File: src/rtl/seg7_pkg.sv
// Shared constants, types and helpers for the 7-segment scan multiplexer.
package seg7_pkg;

    // Segment codes for hex digits 0-F: abcdefg in bits 7..1, dot (bit 0) clear.
    localparam logic [7:0] SEG_HEX [16] = '{
        8'hFC, 8'h60, 8'hDA, 8'hF2, 8'h66, 8'hB6, 8'hBE, 8'hE0,
        8'hFE, 8'hF6, 8'hEE, 8'h3E, 8'h9C, 8'h7A, 8'h9E, 8'h8E
    };

    typedef enum logic {
        WAIT_TICK,
        PRESENT
    } scan_state_e;

    // Clock cycles per scan slot.
    function automatic int unsigned scan_period(input int unsigned clk_mhz,
                                                input int unsigned refresh_hz,
                                                input int unsigned w_digit);
        return (clk_mhz * 1_000_000) / (refresh_hz * w_digit);
    endfunction

endpackage

File: src/rtl/seg7_hex_decoder.sv
// Combinational hex-nibble to abcdefg decoder with a blanking override.
module seg7_hex_decoder
    import seg7_pkg::*;
(
    input  logic [3:0] nibble,
    input  logic       blank,
    output logic [6:0] seg
);

    logic [7:0] code;

    always_comb begin
        code = SEG_HEX[nibble];
        seg  = blank ? 7'h00 : code[7:1];
    end

endmodule

File: src/rtl/seg7_scan_mux.sv
// Scans a packed hex value onto a multi-digit 7-segment display, one digit per slot,
// handing each digit to a downstream serializer through a valid/ready handshake.
module seg7_scan_mux
    import seg7_pkg::*;
#(
    parameter int unsigned clk_mhz    = 100,
    parameter int unsigned w_digit    = 4,
    parameter int unsigned refresh_hz = 1000,
    parameter bit          lz_blank   = 1'b0
) (
    input  logic                 clk,
    input  logic                 rst,
    input  logic [4*w_digit-1:0] number,
    input  logic [w_digit-1:0]   dots,
    output logic [7:0]           abcdefgh,
    output logic [w_digit-1:0]   digit,
    output logic                 valid,
    input  logic                 ready,
    output logic                 overrun
);

    localparam int unsigned PERIOD = scan_period(clk_mhz, refresh_hz, w_digit);
    localparam int unsigned CNT_W  = (PERIOD > 1) ? $clog2(PERIOD) : 1;
    localparam int unsigned IDX_W  = $clog2(w_digit);
    localparam int unsigned NUM_W  = 4 * w_digit;

    logic [CNT_W-1:0] cnt_q;
    logic             tick;

    scan_state_e        state_q, state_d;
    logic [IDX_W-1:0]   idx_q, idx_d;
    logic [NUM_W-1:0]   snap_q, snap_d;
    logic [w_digit-1:0] dot_snap_q, dot_snap_d;
    logic [7:0]         seg_q, seg_d;
    logic [w_digit-1:0] digit_q, digit_d;
    logic               valid_q, valid_d;
    logic               overrun_q, overrun_d;

    logic               capture;
    logic [NUM_W-1:0]   cur_snap;
    logic [w_digit-1:0] cur_dots;
    logic [3:0]         nibble;
    logic               cur_dot;
    logic               upper_zero;
    logic [6:0]         dec_seg;

    assign tick = (cnt_q == CNT_W'(PERIOD - 1));

    always_ff @(posedge clk or posedge rst) begin
        if (rst) begin
            cnt_q <= '0;
        end else if (tick) begin
            cnt_q <= '0;
        end else begin
            cnt_q <= cnt_q + CNT_W'(1);
        end
    end

    // At the index-0 tick the live inputs feed the decoder so the first digit
    // of a frame already comes from the new snapshot.
    assign capture  = (state_q == WAIT_TICK) && tick && (idx_q == '0);
    assign cur_snap = capture ? number : snap_q;
    assign cur_dots = capture ? dots : dot_snap_q;

    always_comb begin
        nibble     = '0;
        cur_dot    = 1'b0;
        upper_zero = 1'b0;
        for (int i = 0; i < int'(w_digit); i++) begin
            if (idx_q == IDX_W'(i)) begin
                nibble     = cur_snap[4*i +: 4];
                cur_dot    = cur_dots[i];
                upper_zero = (i != 0) && ((cur_snap >> (4 * i)) == '0);
            end
        end
    end

    seg7_hex_decoder u_decoder (
        .nibble (nibble),
        .blank  (lz_blank && upper_zero),
        .seg    (dec_seg)
    );

    always_comb begin
        state_d    = state_q;
        idx_d      = idx_q;
        snap_d     = snap_q;
        dot_snap_d = dot_snap_q;
        seg_d      = seg_q;
        digit_d    = digit_q;
        valid_d    = valid_q;
        // A tick while a digit is still pending is lost; remember that it happened.
        overrun_d  = overrun_q | (tick && (state_q == PRESENT));

        unique case (state_q)
            WAIT_TICK: begin
                if (tick) begin
                    if (capture) begin
                        snap_d     = number;
                        dot_snap_d = dots;
                    end
                    seg_d   = {dec_seg, cur_dot};
                    digit_d = w_digit'(1) << idx_q;
                    valid_d = 1'b1;
                    state_d = PRESENT;
                end
            end
            PRESENT: begin
                if (valid_q && ready) begin
                    valid_d = 1'b0;
                    idx_d   = (idx_q == IDX_W'(w_digit - 1)) ? '0 : idx_q + IDX_W'(1);
                    state_d = WAIT_TICK;
                end
            end
            default: state_d = WAIT_TICK;
        endcase
    end

    always_ff @(posedge clk or posedge rst) begin
        if (rst) begin
            state_q    <= WAIT_TICK;
            idx_q      <= '0;
            snap_q     <= '0;
            dot_snap_q <= '0;
            seg_q      <= '0;
            digit_q    <= '0;
            valid_q    <= 1'b0;
            overrun_q  <= 1'b0;
        end else begin
            state_q    <= state_d;
            idx_q      <= idx_d;
            snap_q     <= snap_d;
            dot_snap_q <= dot_snap_d;
            seg_q      <= seg_d;
            digit_q    <= digit_d;
            valid_q    <= valid_d;
            overrun_q  <= overrun_d;
        end
    end

    assign abcdefgh = seg_q;
    assign digit    = digit_q;
    assign valid    = valid_q;
    assign overrun  = overrun_q;

endmodule

File: config.mk
export PLATFORM = sky130hd
export DESIGN_NAME = seg7_scan_mux
export DESIGN_NICKNAME = d
export VERILOG_FILES = /design/src/rtl/seg7_pkg.sv /design/src/rtl/seg7_hex_decoder.sv /design/src/rtl/seg7_scan_mux.sv
export SDC_FILE = /design/constraint.sdc
export NUM_CORES = 1
export LEC_CHECK = 0
export CAP_MARGIN = 10
export CORE_ASPECT_RATIO = 2
export CORE_MARGIN = 2
export CORE_UTILIZATION = 49
export CTS_CLUSTER_SIZE = 8
export DETAILED_ROUTE_END_ITERATION = 16
export PLACE_DENSITY = 0.86
export SYNTH_ARGS = -nofsm -noshare
export SYNTH_HDL_FRONTEND = slang
export SYNTH_HIERARCHICAL = 1
export SYNTH_SLANG_ARGS = --single-unit
File: constraint.sdc
create_clock -name clk -period 3.8 [get_ports clk]
set_input_delay 0.57 -clock clk [delete_from_list [all_inputs] [get_ports clk]]
set_output_delay 0.57 -clock clk [all_outputs]
set_load 0.005 [all_outputs]
* Word-level counts from Yosys, hierarchy flattened
Memories as Yosys holds them, arrays and structs flattened. A register that Yosys moved wholly into a read port is not among the register bits.
Cells that the tools add are included.
** Word-level totals
- Register bits :: 52
- ROM bits :: 128
- Input bits :: 23
- Output and inout port bits :: 14
- Word-level logic and storage cells :: 51
- Memories :: 1
** Memories
- (name not given) :: words 16, width 8, read ports 1, clocked after memory_dff 1, wr ports 0, line seg7_hex_decoder.sv:13 : code = SEG_HEX[nibble];
** Cells by class
- $add $sub $neg :: 2
- $lt $le $gt $ge :: 1
- Equality and inequality tests :: 6
- Shift-type cells :: 1
- Multiplexer cells :: 20
- Bitwise operators :: 3
- Reductions and logical operators :: 8
** Operators with widths (number)
- 2-to-1 mux 4 bit :: 5
- 2-to-1 mux 16 bit :: 1
- 2-to-1 mux 8 bit :: 2
- adder 15 x 1 -> 15 bit (second input constant) :: 1
- equality test 15 bit (second input constant) :: 1
- 2-to-1 mux 15 bit :: 1
- 2-to-1 mux 1 bit :: 8
- AND reduction 2 bit :: 3
- greater-or-equal comparator 5 bit (second input constant) :: 1
- NOT 4 -> 5 bit :: 1
- equality test 2 bit (second input constant) :: 2
- logical AND 1 bit :: 4
- case mux 1 bit (2 select lines) :: 2
- left shift 1 x 2 -> 4 bit (first input constant) :: 1
- adder 2 x 1 -> 2 bit (second input constant) :: 1
- equality test 2 x 1 -> 1 bit (second input constant) :: 1
- logical NOT 2 bit :: 1
- 2-to-1 mux 2 bit :: 1
- inequality test 2 x 1 -> 1 bit (second input constant) :: 1
- inequality test 2 bit (second input constant) :: 1
- NOT 1 bit :: 1
- OR 1 bit :: 1

* Logic depth before layout (Yosys ltp)
Gate-level depths: netlist of run 1.
- Depth in word-level cells :: 12
- Mapped depth :: 16
- Gate-level depth less buffers :: 14

* Hierarchy
The synthesis of run 1 kept the hierarchy.
** Modules (own cells, without submodules)
- seg7_scan_mux :: times used 1, cells each 237, area an instance 2417.3 µm², seq. area each 1301.2 µm²
- seg7_hex_decoder :: times used 1, cells each 36, area an instance 274.0 µm², seq. area each 0.0 µm²

* Worst setup path after synthesis of run 1
OpenSTA, ideal clock, no wires.
- Path kind :: register to register
- Start point :: register cnt_q[11]
- End point :: register seg_q[4] (netlist: abcdefgh[4])
- Setup time :: 0.065 ns
- Arrival :: 3.520 ns
- Required time :: 3.735 ns
- Path slack :: 0.215 ns
- Cell stages (with the launch flop) :: 14
- Buffers on the path :: 1
- Clock period less this slack :: 3.585 ns
- Cells stage by stage :: dfrtp_1 -> or4b_1 -> or4_1 -> buf_2 -> mux2i_1 -> a2bb2oi_1 -> a211oi_1 -> inv_1 -> ha_1 -> inv_1 -> mux4_2 -> nor2_1 -> nand2_1 -> nand2_1
** On the way
- Cells in the longest elaborated chain, start to end :: 9
- Elaborated cells between the ends (all ways) :: 10
- Classes of those cells :: eq/ne (1); mux (5); bitwise (1); reduce/logical (3)
** Ends and longest elaborated chain
- start: declaration :: line seg7_scan_mux.sv:27 : logic [CNT_W-1:0] cnt_q;
- start signal: assignment :: line seg7_scan_mux.sv:55 : cnt_q <= cnt_q + CNT_W'(1);
- equality test 15 bit (*) :: line seg7_scan_mux.sv:47 : assign tick = (cnt_q == CNT_W'(PERIOD - 1));
- logical AND 1 bit (*) (2 in series) :: line seg7_scan_mux.sv:61 : assign capture = (state_q == WAIT_TICK) && tick && (idx_q == '0);
- 2-to-1 mux 16 bit (*)
- 2-to-1 mux 4 bit (3 in series) :: line seg7_scan_mux.sv:70 : if (idx_q == IDX_W'(i)) begin
- 2-to-1 mux 4 bit (*) :: line seg7_scan_mux.sv:70
- named net nibble[1] :: line seg7_scan_mux.sv:42 : logic [3:0] nibble;
- NOT 4 -> 5 bit (not written as such) (*) :: line seg7_hex_decoder.sv:13
- end: declaration :: line seg7_scan_mux.sv:34 : logic [7:0] seg_q, seg_d;
Mark *: on every way through the listed nets, which the timed path passes. The rest lies on a longest branch.
A chain may end at the register's enable or synchronous reset.

* Worst setup path after layout of run 1
- Start point :: register cnt_q[9]
- End point :: register seg_q[4] (netlist: abcdefgh[4])
The elaborated chain is that of the path after synthesis.

==> results of run 1 <==
==> kinds of logic (layout without fill, tap and decap cells) <==
group	after synthesis	count (layout)	share of synthesized area
simple gates	131	131	0.2306
flops	52	52	0.4835
compound gates	27	27	0.07485
buf+inv	23	64	0.03998
mux	16	16	0.07950
xor+xnor	12	12	0.03905
fa+ha+maj	11	11	0.05114
other cells	1	7	0.001393
==> cells in the final DEF (no fill, tap or decap), types with 4 or more instances in the layout <==
cell             count
conb_1               7
dfrtp_1             52
nor2_1              17
mux2i_1              6
clkbuf_8             6
mux2_4               4
nand3_1              6
nand2_1             74
a2bb2oi_1            4
xnor2_1              5
buf_4                8
nor3_1               4
inv_1               11
xor2_1               7
and3_1              10
a211oi_1             7
clkdlybuf4s50_1     36
ha_1                11
==> flip-flops by register name, indices dropped and copies added, names as in the netlist <==
signal and cells:
snap_q 16, cnt_q 15, abcdefgh 8, digit 4
dot_snap_q 4, idx_q 2, overrun 1, state_q 1
valid 1
==> metrics by stage <==
| step | setup WS, ns | hold slack, ns |
|---|---|---|
| 3_3_place_gp | 0.3952 | 0.4377 |
| 6_report | 0.2644 | 0.4561 |
| 4_1_cts | 0.2627 | 0.4578 |
| 3_5_place_dp | 0.2974 | 0.4433 |
| 5_1_grt | 0.07443 | 0.4780 |
| 2_1_floorplan | 0.2151 | 0.4245 |
==> power by group through the flow <==
stage,sequential [mW],clock [mW],combinational [mW]
after CTS,0.556,0.331,0.0734
after global placement,0.566,0,0.0709
after global routing,0.556,0.353,0.0815
final,0.556,0.327,0.0728
after detailed placement,0.567,0,0.0730
after floorplan,0.566,0,0.0383
==> worst max-delay path, delay by kind of cell, from the launching register on <==
family / cells / cell delay [ns]
simple gates: 5 / 1.45
mux: 2 / 0.62
buf+inv: 2 / 0.19
fa+ha+maj: 1 / 0.30
compound gates: 2 / 0.49
flops: 1 / 0.43
==> routing by layer <==
layer,track usage,vias up,wire [um]
li1,-,997,-
met5,0,-,0
met4,0.1139,0,225
met3,0.02728,18,165
met2,0.3899,54,3260
met1,0.1937,996,2055
==> area by class of cell <==
type	instances	area (um2)
inverters	12	45.04
multi-input cells	204	1305
flip-flops and latches	52	1301
fillers	457	2132
clock inverters	1	7.507
well taps	60	75.07
repair buffers	44	420.4
clock buffers	7	86.33
==> worst min-delay path by stage <==
stage	start	to	slack (ns)	depth (start not counted)
final	cnt_q[0]$_DFF_PP0_	cnt_q[0]$_DFF_PP0_	0.46	1
after global routing	cnt_q[0]$_DFF_PP0_	cnt_q[0]$_DFF_PP0_	0.48	1
after CTS	cnt_q[0]$_DFF_PP0_	cnt_q[0]$_DFF_PP0_	0.46	1
after detailed placement	overrun$_DFF_PP0_	overrun$_DFF_PP0_	0.44	1
after global placement	overrun$_DFF_PP0_	overrun$_DFF_PP0_	0.44	1
after floorplan	cnt_q[0]$_DFF_PP0_	cnt_q[0]$_DFF_PP0_	0.42	1
==> flow_metrics.tcl, run 1 <==
set metrics [dict create \
    die_area_um2 6137 \
    cp_slowest_stage_delay_ns 0.62 \
    ant_nets 0 \
    setup_tns_ns 0 \
    io_pins 37 \
    insertedDiodeCount 0 \
    post-cts-setup-buffer-count 0 \
    nets 353 \
    yosysTopAreaCellShare 0.4835 \
    clock-sinks 52 \
    async_flop_share 1.000 \
    hold_violations 0 \
    via_per_inst 5.434 \
    yosysMostFrequentCell "nand2_1" \
    cts_tree "yes" \
    status "finished clean" \
    area_growth_pct 20.41 \
    postCtsHoldBufs 0 \
    dpl_cell_area_um2 3147 \
    crit_path_start_kind "flip-flop" \
    total_power_mw 0.9552 \
    synthTopCellsByArea "dfrtp_1 (48%), nand2_1 (10%), ha_1 (5.1%), nor2_1 (2.4%), and3_1 (2.3%)" \
    required_ns 4.05 \
    core-area_um2 5373 \
    sw_frac_of_total 0.2246 \
    h-tree-depth 2 \
    comb_power_share 0.076 \
    endpoint "abcdefgh[4]$_DFFE_PP0N_" \
    vias 2065 \
    p_sw_mw 0.2145 \
    grt_pass1_vias 2146 \
    drc 0 \
    rsz0062_at_grt "no" \
    arrival_ns 3.79 \
    internal_power_mw 0.7407 \
    worstPathCellList "or4b_1, or4_1, mux2i_1, a2bb2oi_1, a211oi_1, inv_1, ha_1, inv_1, mux4_2, nor2_1, nand2_1, nand2_1" \
    reg2reg_to "abcdefgh[4]$_DFFE_PP0N_" \
    crit_fanout 4 \
    drv_slew 0 \
    final_util 0.6032 \
    first_pass_iters 4 \
    finalCriticalPeriod_ns 3.536 \
    maxCapViolations 0 \
    syn_area_um2 2691 \
    critPathLaunch "cnt_q[9]$_DFF_PP0_" \
    final_area_um2 3241 \
    path_clk_slew_ns 0.10 \
    hp-class "flip-flop to flip-flop" \
    seqPwrFrac 0.582 \
    fin_crit_sh 0.9304 \
    slew-limit-headroom 0.2982 \
    synth_enable_flop_cells 0 \
    numCtsBuffers 5 \
    start_util 0.5009 \
    yosysSeqAreaShare 0.4835 \
    cp_slowest_cell "or4b_1" \
    timing.rr.start "cnt_q[9]$_DFF_PP0_" \
    drive_above_1_share 0.09063 \
    rrSetupSlack_ns 0.26 \
    place.gp.congestion 0.9080 \
    synth_cell_type_count 46 \
    p_per_area_nw_per_um2 294.8 \
    yosys_warnings 6 \
    synth_commonest_cells "nand2_1 (74), dfrtp_1 (52), nor2_1 (17)" \
    ys.flop_type "dfrtp_1" \
    routedWlPerCell_um 15.02 \
    grt_usage 0.1998 \
    grt_max_degree 53 \
    setup_viol 0 \
    hpwl_mm 4.392 \
    tightestPinTransition_ns 1.051 \
    die_w_um 56.41 \
    cts_max_path_buffers 2 \
    ys_seq_elements 52 \
    cts_root_buffer "clkbuf_8" \
    antenna_found_initial 0 \
    grt_overflow_total 0 \
    insertion_delay_ns 0.31 \
    grt_pass1_wl_mm 9.549 \
    syn_area_per_cell_um2 9.858 \
    end_kind "flip-flop" \
    syn_inst 273 \
    rows 38 \
    synth_area_leader_cell "dfrtp_1" \
    r2r_cells 12 \
    cts_resized 0 \
    dp_cells 372 \
    path_class "flip-flop to flip-flop" \
    fmax_mhz 282.8 \
    drt_iter0_drc 64 \
    p_leak_nw 1.566 \
    ir_drop_mv 0.2496 \
    routed_wirelength_mm 5.707 \
    die_y_um 108.8 \
    portBuffers 36 \
    skew_ns 0.01257 \
    clkPwrFrac 0.342 \
    final_cells 380 \
]
Note: power is estimated with default switching activity, not from simulation.
==> run 2: changes to the inputs <==
GPL_ROUTABILITY_DRIVEN = 1   (was default)
==> results of run 2 <==
No change in the layout: final DEF, timing and power equal those of run 1.
